$ cat src/rtl/mips_pkg.sv
// Shared types and widths for the MIPS execution-stage feeder blocks.
package mips_pkg;

  localparam int INSTR_W = 32;
  localparam int OREG_W  = 20;
  localparam int ENTRY_W = INSTR_W + OREG_W;

  typedef enum logic {S_IDLE, S_WAIT} issue_state_t;

  typedef struct packed {
    logic [INSTR_W-1:0] instr;
    logic [OREG_W-1:0]  oreg;
  } issue_entry_t;

endpackage

$ cat src/rtl/mips_issue_fifo.sv
// Synchronous FIFO holding instruction/output-select pairs for the issue queue.
module mips_issue_fifo
  import mips_pkg::*;
#(
  parameter int DEPTH = 8,
  parameter int WIDTH = ENTRY_W
) (
  input  logic                   clk,
  input  logic                   rst_n,
  input  logic                   push,
  input  logic [WIDTH-1:0]       push_data,
  input  logic                   pop,
  output logic [WIDTH-1:0]       head_data,
  output logic [$clog2(DEPTH):0] level,
  output logic                   full,
  output logic                   empty
);

  localparam int PTR_W = $clog2(DEPTH);
  localparam logic [PTR_W:0] FULL_LEVEL = (PTR_W + 1)'(DEPTH);

  logic [WIDTH-1:0] mem [DEPTH];
  logic [PTR_W-1:0] wr_ptr;
  logic [PTR_W-1:0] rd_ptr;
  logic             do_push;
  logic             do_pop;

  assign full      = (level == FULL_LEVEL);
  assign empty     = (level == '0);
  assign do_push   = push && !full;
  assign do_pop    = pop && !empty;
  assign head_data = mem[rd_ptr];

  // NOTE: the storage array has no reset; whether an entry is valid is decided by level alone.
  always_ff @(posedge clk) begin
    if (do_push) begin
      mem[wr_ptr] <= push_data;
    end
  end

  // NOTE: every clocked register uses <= so all updates see pre-edge values.
  always_ff @(posedge clk) begin
    if (!rst_n) begin
      wr_ptr <= '0;
      rd_ptr <= '0;
      level  <= '0;
    end else begin
      // Pointers are exactly PTR_W bits, so DEPTH being a power of two gives the wrap for free.
      if (do_push) wr_ptr <= wr_ptr + 1'b1;
      if (do_pop)  rd_ptr <= rd_ptr + 1'b1;
      case ({do_push, do_pop})
        2'b10:   level <= level + 1'b1;
        2'b01:   level <= level - 1'b1;
        default: level <= level;
      endcase
    end
  end

endmodule

$ cat src/rtl/mips_issue_queue.sv
// Buffers instruction/output-select pairs and issues them one at a time to the
// MIPS execution stage, with issue/fail statistics and a sticky hang flag.
module mips_issue_queue
  import mips_pkg::*;
#(
  parameter int DEPTH   = 8,
  parameter int CNT_W   = 16,
  parameter int TIMEOUT = 4
) (
  input  logic                   clk,
  input  logic                   rst_n,
  input  logic                   src_valid,
  output logic                   src_ready,
  input  logic [INSTR_W-1:0]     src_instruction,
  input  logic [OREG_W-1:0]      src_output_reg,
  output logic                   in_valid,
  output logic [INSTR_W-1:0]     instruction,
  output logic [OREG_W-1:0]      output_reg,
  input  logic                   out_valid,
  input  logic                   instruction_fail,
  output logic                   busy,
  output logic [$clog2(DEPTH):0] level,
  output logic [CNT_W-1:0]       issue_cnt,
  output logic [CNT_W-1:0]       fail_cnt,
  output logic                   hang
);

  localparam int WAIT_W = $clog2(TIMEOUT + 1);
  localparam logic [WAIT_W-1:0] WAIT_LAST = WAIT_W'(TIMEOUT - 1);

  issue_state_t      state;
  issue_state_t      state_nxt;
  logic [WAIT_W-1:0] wait_cnt;
  logic [WAIT_W-1:0] wait_cnt_nxt;
  logic              hang_nxt;
  logic              issue;
  logic              push;
  logic              full;
  logic              empty;
  issue_entry_t      src_entry;
  issue_entry_t      head;

  assign src_ready = !full;
  assign push      = src_valid && src_ready;
  assign busy      = !empty || (state == S_WAIT);
  assign src_entry = '{instr: src_instruction, oreg: src_output_reg};

  mips_issue_fifo #(
    .DEPTH (DEPTH),
    .WIDTH (ENTRY_W)
  ) u_fifo (
    .clk       (clk),
    .rst_n     (rst_n),
    .push      (push),
    .push_data (src_entry),
    .pop       (issue),
    .head_data (head),
    .level     (level),
    .full      (full),
    .empty     (empty)
  );

  // NOTE: every output of this block is given a default first, so no path leaves one unassigned (no latch).
  always_comb begin
    state_nxt    = state;
    wait_cnt_nxt = wait_cnt;
    hang_nxt     = hang;
    issue        = 1'b0;
    unique case (state)
      S_IDLE: begin
        if (!empty) begin
          issue        = 1'b1;
          state_nxt    = S_WAIT;
          wait_cnt_nxt = '0;
        end
      end
      S_WAIT: begin
        // A completion always wins over a timeout landing in the same cycle.
        if (out_valid) begin
          if (!empty) begin
            issue        = 1'b1;
            wait_cnt_nxt = '0;
          end else begin
            state_nxt = S_IDLE;
          end
        end else if (wait_cnt == WAIT_LAST) begin
          hang_nxt     = 1'b1;
          state_nxt    = S_IDLE;
          wait_cnt_nxt = '0;
        end else begin
          wait_cnt_nxt = wait_cnt + 1'b1;
        end
      end
      default: state_nxt = S_IDLE;
    endcase
  end

  always_ff @(posedge clk) begin
    if (!rst_n) begin
      state       <= S_IDLE;
      wait_cnt    <= '0;
      hang        <= 1'b0;
      in_valid    <= 1'b0;
      instruction <= '0;
      output_reg  <= '0;
      issue_cnt   <= '0;
      fail_cnt    <= '0;
    end else begin
      state    <= state_nxt;
      wait_cnt <= wait_cnt_nxt;
      hang     <= hang_nxt;
      in_valid <= issue;
      if (issue) begin
        instruction <= head.instr;
        output_reg  <= head.oreg;
        if (issue_cnt != '1) issue_cnt <= issue_cnt + 1'b1;
      end
      // out_valid outside S_WAIT is a stray pulse and must not touch statistics.
      if ((state == S_WAIT) && out_valid && instruction_fail && (fail_cnt != '1)) begin
        fail_cnt <= fail_cnt + 1'b1;
      end
    end
  end

endmodule

$ cat config.mk
export PLATFORM = sky130hd
export DESIGN_NAME = mips_issue_queue
export DESIGN_NICKNAME = d
export VERILOG_FILES = /design/src/rtl/mips_pkg.sv /design/src/rtl/mips_issue_fifo.sv /design/src/rtl/mips_issue_queue.sv
export SDC_FILE = /design/constraint.sdc
export NUM_CORES = 1
export LEC_CHECK = 0
export CORE_UTILIZATION = 40
export CTS_CLUSTER_SIZE = 24
export DETAILED_ROUTE_END_ITERATION = 16
export PLACE_DENSITY = 0.63
export SLEW_MARGIN = 0
export SYNTH_ARGS = -nofsm -noshare
export SYNTH_HDL_FRONTEND = slang
export SYNTH_SLANG_ARGS = --single-unit
$ cat constraint.sdc
create_clock -name clk -period 9.06 [get_ports clk]
set_input_delay 2.265 -clock clk [delete_from_list [all_inputs] [get_ports clk]]
set_output_delay 2.265 -clock clk [all_outputs]
set_load 0.03 [all_outputs]
# Yosys cells after proc, flatten, opt, wreduce, memory -nomap -nowiden
# Memory sizes are Yosys's and may differ from the RTL's. A register that Yosys moved wholly into a read port is not among the register bits.
# Cells that the tools add are included.
# Widths: inputs -> output; s select.
# op_classes
n_addsub,7
n_eq_ne,6
n_mux,13
n_bitwise,2
reduce_logical,14
# ops
cell,n
$add 16x1->16 const B,2
$ne 16x16->1 const B,2
$add 3x1->3 const B,3
$mux 3,3
$pmux 4 s2,1
$logic_and 1x1->1,6
$mux 1,6
$pmux 3 s2,1
$add 4x1->4 const B,1
$eq 4x4->1 const B,1
$logic_not 4->1,1
$pmux 1 s2,2
$sub 4x1->4 const B,1
$eq 3x2->1 const B,1
$logic_not 1->1,3
$reduce_and 3->1,1
$eq 2x1->1 const B,1
$eq 2x2->1 const B,1
$not 1->1,2
$reduce_and 2->1,1
$reduce_bool 2->1,1
$logic_or 1x1->1,1
# totals
register_bits,48
ramBits,416
inputBits,57
out_inout_bits,92
word_cells,52
n_memories,1
# memory_table
memory,words,word_bits,rd,rd_clocked_by_memory_dff,write_ports,line,rtl
u_fifo.mem,8,52,1,1,1,mips_issue_fifo.sv:22,logic [WIDTH-1:0] mem [DEPTH];

# Longest topological paths before layout
# depth
ltp_word,7
mapped_depth,13
depth_no_buf,10

# By module
# Synthesis repeated with hierarchy kept, for this count alone.
# hier_totals
hier_cells,1126
area_unflattened_um2,19957.9
# by_module_without_submodules
mod,instances,cells_each,area_each_um2,seq_area_each_um2
mips_issue_fifo,1,679,16300.6,12752.2
mips_issue_queue,1,447,3657.3,1801.7

# Worst setup path after synthesis
# Ideal clock, no wire load.
# synth_timing
path_type,input to register
from,in src_valid
to,mem u_fifo.mem[4][0] (netlist name) (enable)
setup_time_ns,0.609
t_arrival_ns,7.799
t_required_ns,8.451
path_slack_ns,0.652
stages,2
n_path_buf,0
cell_sequence,nand2_2 nor4b_1
# synth_via
elab_chain_len,4
# synth_rtl
element,line,rtl
from (decl),mips_issue_queue.sv:12,"input logic src_valid,"
$logic_and 1x1->1,mips_issue_queue.sv:44,assign push = src_valid && src_ready;
$logic_and 1x1->1,mips_issue_fifo.sv:30,assign do_push = push && !full;
$mux 1,mips_issue_fifo.sv:36,if (do_push) begin
$mux 1 (implied by the code),mips_issue_fifo.sv:37,mem[wr_ptr] <= push_data;
to (decl),mips_issue_fifo.sv:22,
# No other way between the ends.

# Final worst setup path
# layout_timing
from,in out_valid
to,reg u_fifo.level[2]
# layout_via
elab_chain_len,5
word_cells_on_any_way,7
cone_classes,eq/ne: 2; mux: 3; reduce/logical: 2
# layout_rtl
element,line,rtl
from (decl),mips_issue_queue.sv:19,"input logic out_valid,"
$mux 1 *,mips_issue_queue.sv:79,if (out_valid) begin
$pmux 1 s2 *,mips_issue_queue.sv:69,unique case (state)
$logic_and 1x1->1 *,mips_issue_fifo.sv:31,assign do_pop = pop && !empty;
$eq 2x1->1 / $eq 2x2->1 (equally long branches),mips_issue_fifo.sv:51,"case ({do_push, do_pop})"
$pmux 4 s2 / $reduce_bool 2->1 (equally long branches),n/a,
to (signal assigned),mips_issue_fifo.sv:52,2'b10: level <= level + 1'b1;
to (signal assigned),mips_issue_fifo.sv:53,2'b01: level <= level - 1'b1;
to (signal assigned),mips_issue_fifo.sv:54,default: level <= level;
to (decl),mips_issue_fifo.sv:14,"output logic [$clog2(DEPTH):0] level,"
# Mark *: on every way between the ends. The rest lies on a longest branch, timed or not.
# A chain may end at the register's enable or synchronous reset.

==> impl_metrics.json <==
{
  "status": "complete, no violations",
  "min_path_type": "flip-flop to flip-flop",
  "synthTopCellsByArea": "edfxtp_1 63%, mux4_2 12%, dfxtp_1 10%",
  "final_cells": 1932,
  "ys_ff_latch": 516,
  "core.rowCount": 80,
  "synth.top_cell.area_share_pct": 63.4,
  "rsz0062_at_grt": "no",
  "clockBufferDepth": 3,
  "fin_setup_tns_ps": 0,
  "cp.required_ps": 9550,
  "portBuffers": 148,
  "grt_pass1_wl_um": 63900,
  "wire_per_inst_um": 21.5,
  "largest_reg_flops": 416,
  "crit_arrival_ps": 5320,
  "grt_overflow": 0,
  "synth-edff-count": 416,
  "crit_path_start": "out_valid",
  "die_height_um": 224,
  "finalInstanceArea_um2": 23600,
  "cap_violations": 0,
  "postRouteAntennaNets": 0,
  "postCtsHoldBufs": 0,
  "async_flop_share_pct": 0,
  "start_util_pct": 40.9,
  "htree_levels": 2,
  "p_per_area_nw_per_um2": 276,
  "core_um2": 48100,
  "tightest_slew_ps": 933,
  "slew_headroom_pct": 37.5,
  "fin_nets": 1296,
  "slowest_stage": "inv_6",
  "syn_inst": 1071,
  "critPathLaunchType": "input pin",
  "synth_top_area_cell": "edfxtp_1",
  "r2r_start": "u_fifo.level[1]",
  "ir_worst_vdd_mv": 0.193,
  "drt-total-wl_um": 41600,
  "synth_adder_area_share_pct": 0.508,
  "die-width_um": 224,
  "holdCritStartpoint": "wait_cnt[2]",
  "area_growth_pct": 19.7,
  "drcViolationCount": 0,
  "firstDrtPassIters": 5,
  "drive_above_1_share_pct": 17.1,
  "die-area_um2": 50200,
  "synth_ff_type": "edfxtp_1",
  "synth-simple-area-share_pct": 4.09,
  "crit_buf_inv": 2,
  "synth_top_family_by_area": "multiplexers",
  "cts-root-buf": "clkbuf_16",
  "numCtsBuffers": 54,
  "clk_pin_slew_worst_paths_ps": 60,
  "finalHoldViolations": 0,
  "pin_count": 149,
  "fmax_mhz": 207,
  "postCtsResizedCells": 0,
  "cts_tree": "done",
  "drt_iter0_markers": 682,
  "synth-xor-area-share_pct": 0.311,
  "dpl.cell_count": 1831,
  "worstPathMaxFanout": 110,
  "track_usage_pct": 16.9,
  "vias": 10200,
  "first_global_vias": 10600,
  "critical_path.top_delay_family": "buffers and inverters",
  "synth_area_per_cell_um2": 18.4,
  "ys_seq_area_share_pct": 73.5,
  "grt_max_degree": 111,
  "cts_num_sinks": 516,
  "muxShareOfSynthArea_pct": 15.3,
  "slew_violations": 0,
  "hpwl_um": 22400,
  "placed_cell_area_um2": 21900,
  "place_congestion": 0.758,
  "finClkSkew_ps": 18.8,
  "finalSetupViolations": 0,
  "grt_antenna_before_repair": 4,
  "synth_compound_area_share_pct": 4.50,
  "cp_cell_sequence": "clkdlybuf4s50_1 -> nand2b_1 -> nand2_8 -> inv_6 -> ha_1 -> xor2_1 -> ha_1 -> a21oi_1 -> xor2_1 -> or3_1 -> a21oi_1",
  "clk_latency_ps": 600,
  "min_period_ps": 4830,
  "syn-cell-area_um2": 19700,
  "setup.worst_path.end_class": "flip-flop",
  "finalCritPeriodShare_pct": 53.3,
  "viasPerCell": 5.27,
  "syn_nets": 1136,
  "worst-setup-path-type": "input pin to flip-flop",
  "critical_path.max_stage_delay_ps": 600,
  "ys_types": 58,
  "power_leakage_uw": 0.00738,
  "post_cts_buffers": 0,
  "hold_slack_ps": 478,
  "yosysWarnings": 0
}
[cell usage after synthesis, types with 4 or more instances]
cell      number
a211oi_1       5
a21oi_1       72
and3_1         6
and4_1         5
buf_1          4
buf_2         16
buf_4          5
buf_6          5
clkbuf_1      33
dfxtp_1      100
edfxtp_1     416
ha_1           8
inv_1          4
mux2i_1       68
mux4_2       104
nand2_1       34
nand2b_1      13
nand3_1       11
nand4_1        7
nor2_1        17
nor2b_1        4
nor3_1         8
o21ai_0       59
o31ai_1        7
or4_1          9
xor2_1         6
[metrics by stage]
stage          total power (uW)  util (%)  setup slack (ps)
2_1_floorplan              4020         -               652
3_3_place_gp               4470      45.5              3650
3_5_place_dp               4500      45.5              3590
4_1_cts                    6630      49.0              4190
5_1_grt                    6820      49.0              3980
6_report                   6530      49.0              4230
[cells in the final DEF (no fill, tap or decap), types with 20 or more instances in the layout]
master / synthesis / final
a21oi_1: 72 / 72
buf_4: 5 / 20
clkbuf_16: 0 / 55
clkdlybuf4s50_1: 0 / 147
dfxtp_1: 100 / 97
edfxtp_1: 416 / 416
mux2i_1: 68 / 68
mux4_2: 104 / 104
nand2_1: 34 / 34
o21ai_0: 59 / 59
[final cells by class]
class	instances	area (um^2)
inverter	6	27.5
multi-input combinational	486	4920
tap	656	821
clock inverter	23	183
clock buffer	77	1520
fill	3949	24500
timing repair buffer	167	1620
sequential	516	14500
antenna	1	2.50
[cell families (layout without fill, tap and decap cells)]
logic type | after synthesis | in the layout
xor+xnor | 7 | 7
other cells | 0 | 1
mux | 172 | 172
flops | 516 | 516
simple gates | 139 | 139
fa+ha+maj | 8 | 8
buf+inv | 69 | 273
compound gates | 160 | 160
[layer usage]
metal  GRT usage, %  part of all wire (%)
met3           3.27                   4.2
met2           27.6                    49
met1           23.0                    45
met4           5.21                   2.1
met5              0                  0.13
[power breakdown]
part           internal (uW)  switching, uW  total (uW)  leakage, uW
Combinational            629            845        1470      0.00196
Clock                   1220            888        2110     0.000821
Sequential              2790            149        2940      0.00460
[worst paths after layout]
kind | cells after the start | slack, ps | end
hold / removal | 1 | 480 | wait_cnt[2]
hold reg to reg | 1 | 480 | wait_cnt[2]
setup / recovery | 11 | 4230 | u_fifo.level[2]
setup reg to reg | 4 | 6040 | u_fifo.mem[5][15]
No activity file was read; power rests on OpenSTA's default activity.
